==> src/rtl/vga_sync_decoder.sv <==
// Sink-side VGA timing decoder: rebuilds pixel X/Y from HS/VS, checks line/frame timing, tracks lock.
// Define FRAME_CRC_EN to add frame_crc/crc_valid (CRC-16-CCITT over each locked frame's pixels).
module vga_sync_decoder #(
    parameter int H_VISIBLE = 640,
    parameter int H_FP      = 16,
    parameter int H_SYNC    = 96,
    parameter int H_BP      = 48,
    parameter int V_VISIBLE = 480,
    parameter int V_FP      = 10,
    parameter int V_SYNC    = 2,
    parameter int V_BP      = 33
) (
    input  logic       clock_25,
    input  logic       reset,
    input  logic       vga_hs,
    input  logic       vga_vs,
    input  logic [1:0] color_in,
    output logic [9:0] x_pos,
    output logic [9:0] y_pos,
    output logic       pixel_valid,
    output logic [1:0] color_out,
    output logic       frame_start,
    output logic       locked,
    output logic       h_error,
    output logic       v_error,
    output logic [3:0] lock_loss_count
`ifdef FRAME_CRC_EN
    ,
    output logic [15:0] frame_crc,
    output logic        crc_valid
`endif
);

    localparam logic [9:0] L_H_LAST = 10'(H_SYNC + H_BP + H_VISIBLE + H_FP - 1);
    localparam logic [9:0] L_H_SYNC = 10'(H_SYNC);
    localparam logic [9:0] L_X0     = 10'(H_SYNC + H_BP);
    localparam logic [9:0] L_X1     = 10'(H_SYNC + H_BP + H_VISIBLE - 1);
    localparam logic [9:0] L_V_LAST = 10'(V_SYNC + V_BP + V_VISIBLE + V_FP - 1);
    localparam logic [9:0] L_V_SYNC = 10'(V_SYNC);
    localparam logic [9:0] L_Y0     = 10'(V_SYNC + V_BP);
    localparam logic [9:0] L_Y1     = 10'(V_SYNC + V_BP + V_VISIBLE - 1);

    typedef enum logic [1:0] {SEARCH, ALIGN, LOCKED} state_t;

    state_t     r_state;
    logic       r_hs_q, r_vs_line, r_h_seen, r_v_seen, r_align_bad;
    logic [9:0] r_h_cnt, r_v_cnt;
    logic [9:0] r_x_pos, r_y_pos;
    logic [1:0] r_color_out;
    logic       r_pixel_valid, r_frame_start, r_locked, r_h_error, r_v_error;
    logic [3:0] r_lock_loss;

    logic       w_line_start, w_hs_rise, w_frame_start;
    logic       w_h_err, w_v_err, w_visible;
    logic [9:0] w_h_cnt, w_v_cnt;

    // Counts describe the current cycle: the line-start cycle itself is h_cnt 0.
    assign w_line_start  = r_hs_q & ~vga_hs;
    assign w_hs_rise     = ~r_hs_q & vga_hs;
    assign w_frame_start = w_line_start & ~vga_vs & r_vs_line;

    always_comb begin
        w_h_cnt = (r_h_cnt == '1) ? r_h_cnt : r_h_cnt + 10'd1;
        if (w_line_start)
            w_h_cnt = '0;
        w_v_cnt = r_v_cnt;
        if (w_frame_start)
            w_v_cnt = '0;
        else if (w_line_start && r_v_cnt != '1)
            w_v_cnt = r_v_cnt + 10'd1;
    end

    assign w_h_err = r_h_seen & ((w_line_start & (r_h_cnt != L_H_LAST)) |
                                 (w_hs_rise & (w_h_cnt != L_H_SYNC)));
    assign w_v_err = r_v_seen & ((w_frame_start & (r_v_cnt != L_V_LAST)) |
                                 (w_line_start & vga_vs & (w_v_cnt < L_V_SYNC)));
    assign w_visible = (w_h_cnt >= L_X0) && (w_h_cnt <= L_X1) &&
                       (w_v_cnt >= L_Y0) && (w_v_cnt <= L_Y1);

    always_ff @(posedge clock_25 or posedge reset) begin
        if (reset) begin
            r_state       <= SEARCH;
            r_hs_q        <= 1'b1;
            r_vs_line     <= 1'b1;
            r_h_seen      <= 1'b0;
            r_v_seen      <= 1'b0;
            r_align_bad   <= 1'b0;
            r_h_cnt       <= '0;
            r_v_cnt       <= '0;
            r_x_pos       <= '0;
            r_y_pos       <= '0;
            r_color_out   <= '0;
            r_pixel_valid <= 1'b0;
            r_frame_start <= 1'b0;
            r_locked      <= 1'b0;
            r_h_error     <= 1'b0;
            r_v_error     <= 1'b0;
            r_lock_loss   <= '0;
        end else begin
            r_hs_q        <= vga_hs;
            r_h_cnt       <= w_h_cnt;
            r_v_cnt       <= w_v_cnt;
            r_h_error     <= w_h_err;
            r_v_error     <= w_v_err;
            r_frame_start <= w_frame_start;
            r_pixel_valid <= w_visible & (r_state == LOCKED);
            if (w_line_start) begin
                r_h_seen  <= 1'b1;
                r_vs_line <= vga_vs;
            end
            if (w_frame_start)
                r_v_seen <= 1'b1;
            if (w_visible) begin
                r_x_pos     <= w_h_cnt - L_X0;
                r_y_pos     <= w_v_cnt - L_Y0;
                r_color_out <= color_in;
            end
            case (r_state)
                SEARCH: begin
                    if (w_frame_start) begin
                        r_state     <= ALIGN;
                        r_align_bad <= 1'b0;
                    end
                end
                ALIGN: begin
                    // A bad alignment frame restarts the check from this frame start.
                    if (w_frame_start) begin
                        r_align_bad <= 1'b0;
                        if (!(r_align_bad | w_h_err | w_v_err)) begin
                            r_state  <= LOCKED;
                            r_locked <= 1'b1;
                        end
                    end else if (w_h_err | w_v_err) begin
                        r_align_bad <= 1'b1;
                    end
                end
                LOCKED: begin
                    if (w_h_err | w_v_err) begin
                        r_state  <= SEARCH;
                        r_locked <= 1'b0;
                        if (r_lock_loss != '1)
                            r_lock_loss <= r_lock_loss + 4'd1;
                    end
                end
                default: begin
                    r_state  <= SEARCH;
                    r_locked <= 1'b0;
                end
            endcase
        end
    end

    assign x_pos           = r_x_pos;
    assign y_pos           = r_y_pos;
    assign pixel_valid     = r_pixel_valid;
    assign color_out       = r_color_out;
    assign frame_start     = r_frame_start;
    assign locked          = r_locked;
    assign h_error         = r_h_error;
    assign v_error         = r_v_error;
    assign lock_loss_count = r_lock_loss;

`ifdef FRAME_CRC_EN
    logic [15:0] r_crc_acc, r_frame_crc;
    logic        r_crc_valid;

    function automatic logic [15:0] f_crc_2b(input logic [15:0] c, input logic [1:0] d);
        logic [15:0] v;
        v = {c[14:0], 1'b0} ^ ((c[15] ^ d[1]) ? 16'h1021 : 16'h0000);
        v = {v[14:0], 1'b0} ^ ((v[15] ^ d[0]) ? 16'h1021 : 16'h0000);
        return v;
    endfunction

    always_ff @(posedge clock_25 or posedge reset) begin
        if (reset) begin
            r_crc_acc   <= '1;
            r_frame_crc <= '0;
            r_crc_valid <= 1'b0;
        end else begin
            r_crc_valid <= 1'b0;
            if (w_frame_start) begin
                if (r_state == LOCKED) begin
                    r_frame_crc <= r_crc_acc;
                    r_crc_valid <= 1'b1;
                end
                r_crc_acc <= '1;
            end else if (r_pixel_valid) begin
                r_crc_acc <= f_crc_2b(r_crc_acc, r_color_out);
            end
        end
    end

    assign frame_crc = r_frame_crc;
    assign crc_valid = r_crc_valid;
`endif

endmodule
==> config.mk <==
export PLATFORM = sky130hd
export DESIGN_NAME = vga_sync_decoder
export DESIGN_NICKNAME = d
export VERILOG_FILES = /design/src/rtl/vga_sync_decoder.sv
export SDC_FILE = /design/constraint.sdc
export NUM_CORES = 1
export LEC_CHECK = 0
export BUFFER_PORTS_ARGS = -buffer_cell sky130_fd_sc_hd__buf_2
export CORE_UTILIZATION = 59
export CTS_CLUSTER_SIZE = 20
export DETAILED_ROUTE_END_ITERATION = 12
export GPL_ROUTABILITY_DRIVEN = 1
export PLACE_DENSITY_LB_ADDON = 0.2
export SYNTH_ARGS = -nofsm -noshare
export SYNTH_HDL_FRONTEND = slang
export SYNTH_SLANG_ARGS = --single-unit
==> constraint.sdc <==
create_clock -name clock_25 -period 4.55 [get_ports clock_25]
set_clock_uncertainty 0.2 [all_clocks]
set_input_delay 0 -clock clock_25 [delete_from_list [all_inputs] [get_ports clock_25]]
set_output_delay 0 -clock clock_25 [all_outputs]
set_load 0.05 [all_outputs]
==> impl_metrics.json, run 1 <==
{
  "cp_slowest_cell": "dfrtp_1",
  "synthArstFlopShare": 1.00,
  "cts_tree": "yes",
  "grt_pass1_wl_um": 12600,
  "finish.utilization": 0.693,
  "hold_path_class": "in2reg",
  "clock_path_buffers": 2,
  "synth_top_cell_by_area": "dfrtp_1",
  "fill_cells": 437,
  "vias_per_cell": 6.09,
  "die_area_mm2": 0.00598,
  "wl_per_cell_um": 16.7,
  "synth_top_flop_cell": "dfrtp_1",
  "cts_buffers": 9,
  "grt_pass1_vias": 2534,
  "critPathMaxStageDelay_ns": 0.44,
  "fin_crit_sh": 0.832,
  "synthTopCellsByArea": "dfrtp_1 (42%), mux2_4 (7.2%), ha_1 (3.4%)",
  "cp.arrival_ns": 3.79,
  "die-height_um": 77.3,
  "period_minus_slack_ns": 3.79,
  "finalNonFillerCells": 444,
  "syn2layout_area_growth_pct": 13.4,
  "grtUsageMet1": 0.392,
  "yosysTopAreaCellShare": 0.419,
  "p_leak_nw": 1.92,
  "dpl.cell_count": 423,
  "grt_busiest_layer": "met2",
  "clkSlewWorstSetupHoldPaths_ns": 0.06,
  "crit_start": "r_h_cnt[0]$_DFF_PP0_",
  "gp_congestion": 0.894,
  "critPathTopFamily": "compound AO/OA/AOI/OAI gates",
  "io_pins": 37,
  "drt-total-wl_um": 7440,
  "ir_worst_vdd_uv": 374,
  "crit_top_cell": "ha_1",
  "cts_root_buf": "clkbuf_8",
  "syn_nets": 338,
  "io_buffers": 36,
  "vias": 2705,
  "grt_overflow": 0,
  "yosysUniqueCellTypes": 60,
  "cap_violations": 0,
  "die_x_um": 77.3,
  "clkLatencyLatePin_ns": 0.33,
  "ys_ff_latch": 58,
  "tightest_slew_ns": 0.746,
  "rows": 27,
  "grt_antenna_before_repair": 0,
  "drc": 0,
  "drt_pre_antenna_iters": 5,
  "grt_max_degree": 59,
  "dpl.hpwl_um": 5160,
  "r2r-start": "r_h_cnt[0]$_DFF_PP0_",
  "start_util": 0.611,
  "drive_gt1_frac": 0.237,
  "crit_path_max_fanout": 15,
  "synthCells": 323,
  "end_kind": "flop",
  "crit_type": "reg2reg",
  "core_area_mm2": 0.00547,
  "synth.avg_cell_area_um2": 10.4,
  "ys_warn_count": 0,
  "worstPathCellList": "ha_1, and4_4, and3_1, o31ai_1, nand2b_1, ha_1, inv_1, o311ai_0, a31oi_1, a2111o_1, buf_4, mux2_4",
  "p_total_mw": 1.41,
  "finalHoldViolCount": 0,
  "whs_ns": 0.170,
  "synth_edf_count": 0,
  "maxSlewHeadroom": 0.497,
  "netlist_area_mm2": 0.00335,
  "setup_violations": 0,
  "grt_use_total": 0.272,
  "power_density_mw_per_mm2": 371,
  "required_ns": 4.56,
  "drt_iter0_markers": 248,
  "drtAntennaViolNets": 0,
  "hp-start": "vga_hs",
  "path_buf_inv": 2,
  "diodes": 0,
  "use_met2": 0.402,
  "max_freq_ghz": 0.264,
  "tns_ns": 0,
  "seq_area_frac_synth": 0.435,
  "nets": 382,
  "rsz0062_at_grt": "false",
  "final-max-slew-violation-count": 0,
  "h-tree-depth": 3,
  "cts.sinks": 58,
  "grtUsageMet3": 0.0476,
  "status": "finished clean",
  "cp-start-kind": "flop"
}
## cell type report
class | instances | area, µm² | share of cell area
timing repair buffer | 46 | 268 | 0.0706
inverter | 15 | 56.3 | 0.0148
clock inverter | 4 | 20.0 | 0.00528
clock buffer | 12 | 145 | 0.0382
tap | 72 | 90.1 | 0.0237
sequential | 58 | 1450 | 0.383
multi-input combinational | 237 | 1760 | 0.464
## synthesized netlist by cell type (3+ instances only)
cell type	number
xnor2_1	12
a41oi_1	4
a211oi_1	3
ha_1	9
nand4_1	4
mux2_4	16
inv_1	13
nand4b_1	4
nor3_1	6
nor2b_1	5
buf_2	5
nor2_1	20
a311oi_1	4
nand3_1	12
clkbuf_1	5
and2_1	5
o211a_1	5
dfrtp_1	56
a21o_1	3
nor4_1	3
and3_1	9
nand2b_1	10
a31oi_1	11
and4_1	5
o21a_1	3
a21oi_1	10
nand2_1	19
mux2_2	6
mux2i_1	4
o21ai_0	13
## timing repair
action / 4_1_cts / 5_1_grt
setup buffers: 0 / 0
gates resized for setup: 0 / 0
endpoints found under the hold margin: 61 / 0
hold buffers: 5 / 0
## report_power, final
part | internal (mW) | total [mW] | leakage [nW] | switching, mW
clock network | 0.209 | 0.404 | 0.0899 | 0.195
logic | 0.149 | 0.378 | 1.08 | 0.229
registers | 0.562 | 0.628 | 0.756 | 0.0660
## cells in the final DEF, fill, tap and decap left out, drive strengths merged, types with 3 or more instances in the layout
master,instances
nand3,12
a211oi,3
nor3,6
mux2,22
o21ai,13
a41oi,4
clkbuf,12
xnor2,12
o211a,5
a21oi,10
dfrtp,56
nor2,20
o21a,3
buf,41
nand4b,4
nand4,4
inv,15
nand2,20
ha,9
and3,9
a311oi,4
nor2b,5
a21o,3
nor4,3
and2,5
and4,6
nand2b,10
dlygate4sd3,5
mux2i,4
a31oi,11
clkinv,4
## metal layers
layer | share of wire | up-vias
li1 | - | 1286
met1 | 0.47 | 1308
met2 | 0.45 | 98
met3 | 0.055 | 13
met4 | 0.019 | 0
met5 | 0 | -
## stage by stage
step,cell area [µm²],worst slack [ns]
after floorplan,3350,1.18
after global placement,3580,0.949
after detailed placement,3580,0.863
after CTS,3790,0.813
after global routing,3790,0.515
final,3790,0.764
## flip-flops by register name, summed over array words and instances, names as in the netlist
register,cells
r_vs_line,1
locked,1
r_v_seen,1
pixel_valid,1
r_h_cnt,10
color_out,2
v_error,1
r_state,2
r_v_cnt,10
x_pos,10
h_error,1
r_align_bad,1
y_pos,10
r_h_seen,1
r_hs_q,1
lock_loss_count,4
frame_start,1
## worst paths after layout
path	to	slack, ns	cells past startpoint
worst max-delay path	y_pos[9]$_DFFE_PP0P_	0.76	12
worst min register to register	r_vs_line$_DFFE_PP1N_	0.28	2
min in group asynchronous	color_out[0]$_DFFE_PP0P_	0.23	4
max in group asynchronous	r_v_cnt[7]$_DFF_PP0_	3.45	4
worst max register to register	y_pos[9]$_DFFE_PP0P_	0.76	12
worst min-delay path	r_hs_q$_DFF_PP1_	0.17	2
## cells by family after synthesis
logic type | after synthesis | share of synthesized area
AOI/OAI and AO/OA | 77 | 0.168
muxes | 26 | 0.104
DFF | 58 | 0.435
xor gates and xnor gates | 14 | 0.0366
and+or+nand+nor | 111 | 0.184
buffers and inverters | 28 | 0.0389
adders and majority gates | 9 | 0.0337
No activity file was read; power rests on OpenSTA's default activity.
==> inputs of run 2 (changes only) <==
--- a/config.mk
+++ b/config.mk
@@ -6,7 +6,7 @@
 export NUM_CORES = 1
 export LEC_CHECK = 0
 export BUFFER_PORTS_ARGS = -buffer_cell sky130_fd_sc_hd__buf_2
-export CORE_UTILIZATION = 59
+export CORE_UTILIZATION = 53
 export CTS_CLUSTER_SIZE = 20
 export DETAILED_ROUTE_END_ITERATION = 12
 export GPL_ROUTABILITY_DRIVEN = 1
==> constraint.sdc (replaced) <==
create_clock -name clock_25 -period 3.1 [get_ports clock_25]
set_clock_uncertainty 0.2 [all_clocks]
set_input_delay 0 -clock clock_25 [delete_from_list [all_inputs] [get_ports clock_25]]
set_output_delay 0 -clock clock_25 [all_outputs]
set_load 0.05 [all_outputs]
==> run 2 against run 1 <==
Effect of this change: the run now ends with negative setup slack left; first-iteration DRC count decreased by 31%; cell count increased by 16%; total power increased by 74%; sequential power increased by 44%; largest cell class unchanged.
==> impl_metrics.json, run 2 (synthesized netlist as in run 1, its figures left out) <==
{
  "p_total_mw": 2.46,
  "clock_path_buffers": 2,
  "grt_overflow": 0,
  "path_buf_inv": 2,
  "cp.arrival_ns": 3.22,
  "r2r-start": "r_v_cnt[0]$_DFF_PP0_",
  "drt_iter0_markers": 170,
  "crit_type": "reg2reg",
  "multi_input_area_mm2": 0.00187,
  "nets": 449,
  "fill_cells": 424,
  "cts_root_buf": "clkbuf_8",
  "crit_start": "r_v_cnt[0]$_DFF_PP0_",
  "finish.utilization": 0.746,
  "drtAntennaViolNets": 0,
  "grt_use_total": 0.293,
  "start_util": 0.558,
  "cap_violations": 0,
  "final_cell_mix": "buf_4 (70), dfrtp_1 (54), buf_2 (36)",
  "cts_buffers": 9,
  "rsz0062_at_grt": "true",
  "period_minus_slack_ns": 3.18,
  "clkLatencyLatePin_ns": 0.35,
  "setup_violations": 20,
  "grt_pass1_wl_um": 14300,
  "tightest_slew_ns": 0.802,
  "io_buffers": 36,
  "maxSlewHeadroom": 0.464,
  "grt_antenna_before_repair": 0,
  "cts.sinks": 58,
  "grt_max_degree": 38,
  "status": "finished with violations",
  "vias": 3006,
  "ir_worst_vdd_uv": 444,
  "cp-start-kind": "flop",
  "worstPathCellList": "ha_4, and3_1, a31oi_1, buf_4, xnor2_1, nor2_1, ha_1, a211oi_2, nand2b_1, a2111o_1, buf_12, mux2_2",
  "sw_frac_of_total": 0.348,
  "critPathMaxStageDelay_ns": 0.46,
  "finalHoldViolCount": 0,
  "end_kind": "flop",
  "violations": "negative setup slack",
  "critPathTopFamily": "compound AO/OA/AOI/OAI gates",
  "core_area_mm2": 0.00599,
  "drt_pre_antenna_iters": 5,
  "cts_tree": "yes",
  "power.internal_mw": 1.60,
  "p_clk_frac": 0.294,
  "die-height_um": 81.5,
  "dpl_worst_slack_ns": -0.0977,
  "hold_path_class": "in2async",
  "fin_crit_sh": 1.03,
  "p_sw_uw": 854,
  "grt_pass1_vias": 2963,
  "h-tree-depth": 3,
  "final-max-slew-violation-count": 0,
  "rows": 28,
  "power_density_mw_per_mm2": 550,
  "crit_path_max_fanout": 15,
  "combPwrFrac": 0.337,
  "gp_congestion": 0.985,
  "required_ns": 3.13,
  "dpl.hpwl_um": 6170,
  "drt-total-wl_um": 8970,
  "die_area_mm2": 0.00663,
  "io_pins": 37,
  "drive_gt1_frac": 0.394,
  "cp_slowest_cell": "dfrtp_2",
  "p_leak_nw": 2.28,
  "fin_ws_ns": -0.0829,
  "diodes": 0,
  "seq_power_share": 0.369,
  "layout_commonest_cell": "buf_4",
  "vias_per_cell": 5.85,
  "max_freq_ghz": 0.314,
  "regArea_mm2": 0.00146,
  "drc": 0,
  "syn2layout_area_growth_pct": 33.5,
  "die_x_um": 81.5,
  "wl_per_cell_um": 17.4,
  "whs_ns": 0.160,
  "clkSlewWorstSetupHoldPaths_ns": 0.08
}
-- run 2: cell count changes in the layout (fill, tap and decap cells not counted), moves of 2 or more --
cell	delta
ha_4	+2
inv_4	+2
dfrtp_2	+2
clkinv_4	+3
o311ai_0	-2
clkbuf_1	-2
o21ai_0	-2
o21ai_1	+2
dfrtp_1	-2
ha_1	-3
buf_4	+65
clkinv_2	-3
-- run 2: final timing paths --
| check | endpoint | slack, ns | cells past startpoint |
|---|---|---|---|
| max | x_pos[8]$_DFFE_PP0P_ | -0.08 | 12 |
| max reg2reg | x_pos[8]$_DFFE_PP0P_ | -0.08 | 12 |
| min in group clock_25 | r_hs_q$_DFF_PP1_ | 0.17 | 2 |
| min reg2reg | r_h_seen$_DFFE_PP0N_ | 0.28 | 1 |
| max in group asynchronous | r_hs_q$_DFF_PP1_ | 1.80 | 4 |
| min | lock_loss_count[3]$_DFFE_PP0P_ | 0.16 | 3 |
-- run 2: cell type report --
type                    instances  area share
multi-input cells             237       0.418
flip-flops and latches         58       0.326
repair buffers                113       0.176
clock buffers                   9      0.0277
well taps                      75      0.0210
clock inverters                 7      0.0174
inverters                      15      0.0137
-- run 2: metal layers --
metal / wire length (µm) / GRT usage
met5: 0 / 0
met2: 4080 / 0.452
met1: 4210 / 0.410
met3: 519 / 0.0578
met4: 159 / 0.104
-- run 2: worst min-delay path, stage by stage --
cell           delay (ns)
dlygate4sd3_1        0.53
buf_2                0.13
inv_2                0.58
-- run 2: power by group through the flow --
stage | Clock (mW) | Combinational, mW | Sequential, mW
after global placement | 0 | 0.739 | 0.911
after floorplan | 0 | 0.424 | 0.935
after detailed placement | 0 | 0.756 | 0.913
final | 0.721 | 0.829 | 0.907
after global routing | 0.756 | 0.907 | 0.917
after CTS | 0.727 | 0.789 | 0.901
-- run 2: timing repair --
action	in CTS	in global routing
endpoints found under the hold margin	40	0
pin swaps	3	2
hold buffers	5	0
gates resized for setup	12	7
buffers inserted	4	1
setup endpoints to repair	19	28
-- run 2: stage by stage --
step           instances  instance area [µm²]  TNS [ns]
2_1_floorplan        323                 3410    -0.495
3_3_place_gp         488                 4110     -1.10
3_5_place_dp         488                 4110     -1.45
4_1_cts              513                 4440    -0.313
5_1_grt              514                 4470     -3.12
6_report             514                 4470     -1.22
==> inputs of run 3 (changes only) <==
--- a/config.mk
+++ b/config.mk
@@ -10,7 +10,7 @@
 export CTS_CLUSTER_SIZE = 20
 export DETAILED_ROUTE_END_ITERATION = 12
 export GPL_ROUTABILITY_DRIVEN = 1
-export PLACE_DENSITY_LB_ADDON = 0.2
+export PLACE_DENSITY = 0.76
 export SYNTH_ARGS = -nofsm -noshare
 export SYNTH_HDL_FRONTEND = slang
 export SYNTH_SLANG_ARGS = --single-unit
==> run 3 against run 2 <==
Effect of this change: the flow still finishes with violations (negative setup slack); global-route usage increased by 3.6 points; sequential share of layout area fell by 1.1 points; register-to-register slack lost 0.13 ns; first-iteration DRC count rose by 82%; via count is 8.7% higher; cell count grew 1.9%; critical endpoint is now y_pos[2]$_DFFE_PP0P_.
==> impl_metrics.json, run 3 (synthesized netlist as in run 1, its figures left out) <==
{
  "die_x_um": 81.5,
  "syn2layout_area_growth_pct": 38.3,
  "cts_buffers": 9,
  "grt_pass1_wl_um": 15800,
  "dpl.cell_count": 486,
  "diodes": 0,
  "clkLatencyLatePin_ns": 0.35,
  "io_pins": 37,
  "worstPathCellList": "ha_2, and4_4, and3_4, o31ai_4, nand2b_4, ha_4, nand2_1, nor3_2, a31oi_1, a2111o_1, buf_6, buf_12, mux2_4",
  "drt_pre_antenna_iters": 5,
  "tightest_slew_ns": 0.545,
  "die_area_mm2": 0.00663,
  "grt_antenna_before_repair": 0,
  "drt_iter0_markers": 309,
  "max_freq_ghz": 0.302,
  "maxSlewHeadroom": 0.632,
  "start_util": 0.558,
  "dpl_worst_slack_ns": -0.113,
  "grt_pass1_vias": 3102,
  "grt_overflow": 0,
  "finalHoldViolCount": 0,
  "whs_ns": 0.152,
  "core_area_mm2": 0.00599,
  "cts.sinks": 58,
  "period_minus_slack_ns": 3.31,
  "power_density_mw_per_mm2": 560,
  "fin_crit_sh": 1.07,
  "final_cell_area_mm2": 0.00463,
  "cp.arrival_ns": 3.35,
  "p_leak_nw": 2.34,
  "crit_type": "reg2reg",
  "critPathMaxStageDelay_ns": 0.41,
  "drive_gt1_frac": 0.421,
  "io_buffers": 36,
  "grt_max_degree": 40,
  "end_kind": "flop",
  "clock_path_buffers": 2,
  "violations": "negative setup slack",
  "rsz0062_at_grt": "true",
  "setup_violations": 23,
  "required_ns": 3.13,
  "final_cell_mix": "buf_4 (77), dfrtp_1 (55), buf_2 (36)",
  "dpl-instance-area_mm2": 0.00410,
  "gp_congestion": 0.927,
  "cts_root_buf": "clkbuf_8",
  "finish.utilization": 0.772,
  "cts_tree": "yes",
  "drc": 0,
  "crit_path_max_fanout": 8,
  "drt-total-wl_um": 10700,
  "dpl.hpwl_um": 6350,
  "wl_per_cell_um": 20.4,
  "h-tree-depth": 3,
  "drtAntennaViolNets": 0,
  "clkSlewWorstSetupHoldPaths_ns": 0.07,
  "rows": 28,
  "ir_worst_vdd_uv": 441,
  "grt_use_total": 0.329,
  "p_total_mw": 2.59,
  "cap_violations": 0,
  "nets": 459,
  "hold_path_class": "in2reg",
  "layout_commonest_cell": "buf_4",
  "cp_slowest_cell": "dfrtp_1",
  "fin_ws_ns": -0.212,
  "tns_ns": -4.00,
  "status": "finished with violations",
  "die-height_um": 81.5,
  "vias": 3269,
  "finalNonFillerCells": 524,
  "cp-start-kind": "flop",
  "vias_per_cell": 6.24,
  "final-max-slew-violation-count": 0
}
[run 3: metal layers]
metal | vias up | global-route usage | routed length [µm]
li1 | 1448 | - | -
met1 | 1565 | 0.428 | 4350
met2 | 198 | 0.520 | 5080
met3 | 58 | 0.0756 | 791
met4 | 0 | 0.150 | 473
met5 | - | 0 | 0
[run 3: layout make-up]
cell class	instances	area (µm²)
fillers	364	1370
repair buffers	123	872
well taps	75	93.8
clock buffers	9	124
clock inverters	7	103
multi-input cells	237	1920
flip-flops and latches	58	1460
inverters	15	58.8
[run 3: worst max-delay path: cells and delay by family (launching register included)]
kind | cells | cell delay (ns)
and+or+nand+nor | 5 | 0.89
buffers and inverters | 2 | 0.30
DFF | 1 | 0.41
muxes | 1 | 0.30
AOI/OAI and AO/OA | 3 | 0.72
adders and majority gates | 2 | 0.37
[run 3: path summary, 6_finish.rpt]
check                                     start               endpoint  slack (ns)  depth (start not counted)
setup / recovery           r_h_cnt[1]$_DFF_PP0_   y_pos[2]$_DFFE_PP0P_       -0.21                         13
hold / removal                           vga_hs       r_hs_q$_DFF_PP1_        0.15                          2
setup reg to reg           r_h_cnt[1]$_DFF_PP0_   y_pos[2]$_DFFE_PP0P_       -0.21                         13
hold reg to reg            r_h_seen$_DFFE_PP0N_   r_h_seen$_DFFE_PP0N_        0.31                          1
max in group asynchronous                 reset  r_vs_line$_DFFE_PP1N_        1.27                          5
min in group asynchronous                 reset   x_pos[7]$_DFFE_PP0P_        0.55                          4
[run 3: power breakdown]
group / switching, mW / total [mW] / internal (mW)
clock network: 0.356 / 0.815 / 0.459
logic: 0.474 / 0.871 / 0.397
registers: 0.0770 / 0.903 / 0.826
total: 0.907 / 2.59 / 1.68
[run 3: repair_timing]
item,4_1_cts,5_1_grt
hold buffers,6,0
resized for setup,21,9
buffers inserted,12,4
gates cloned,1,0
pin swaps,2,3
hold endpoints to repair,62,0
endpoints found under the setup margin,21,25
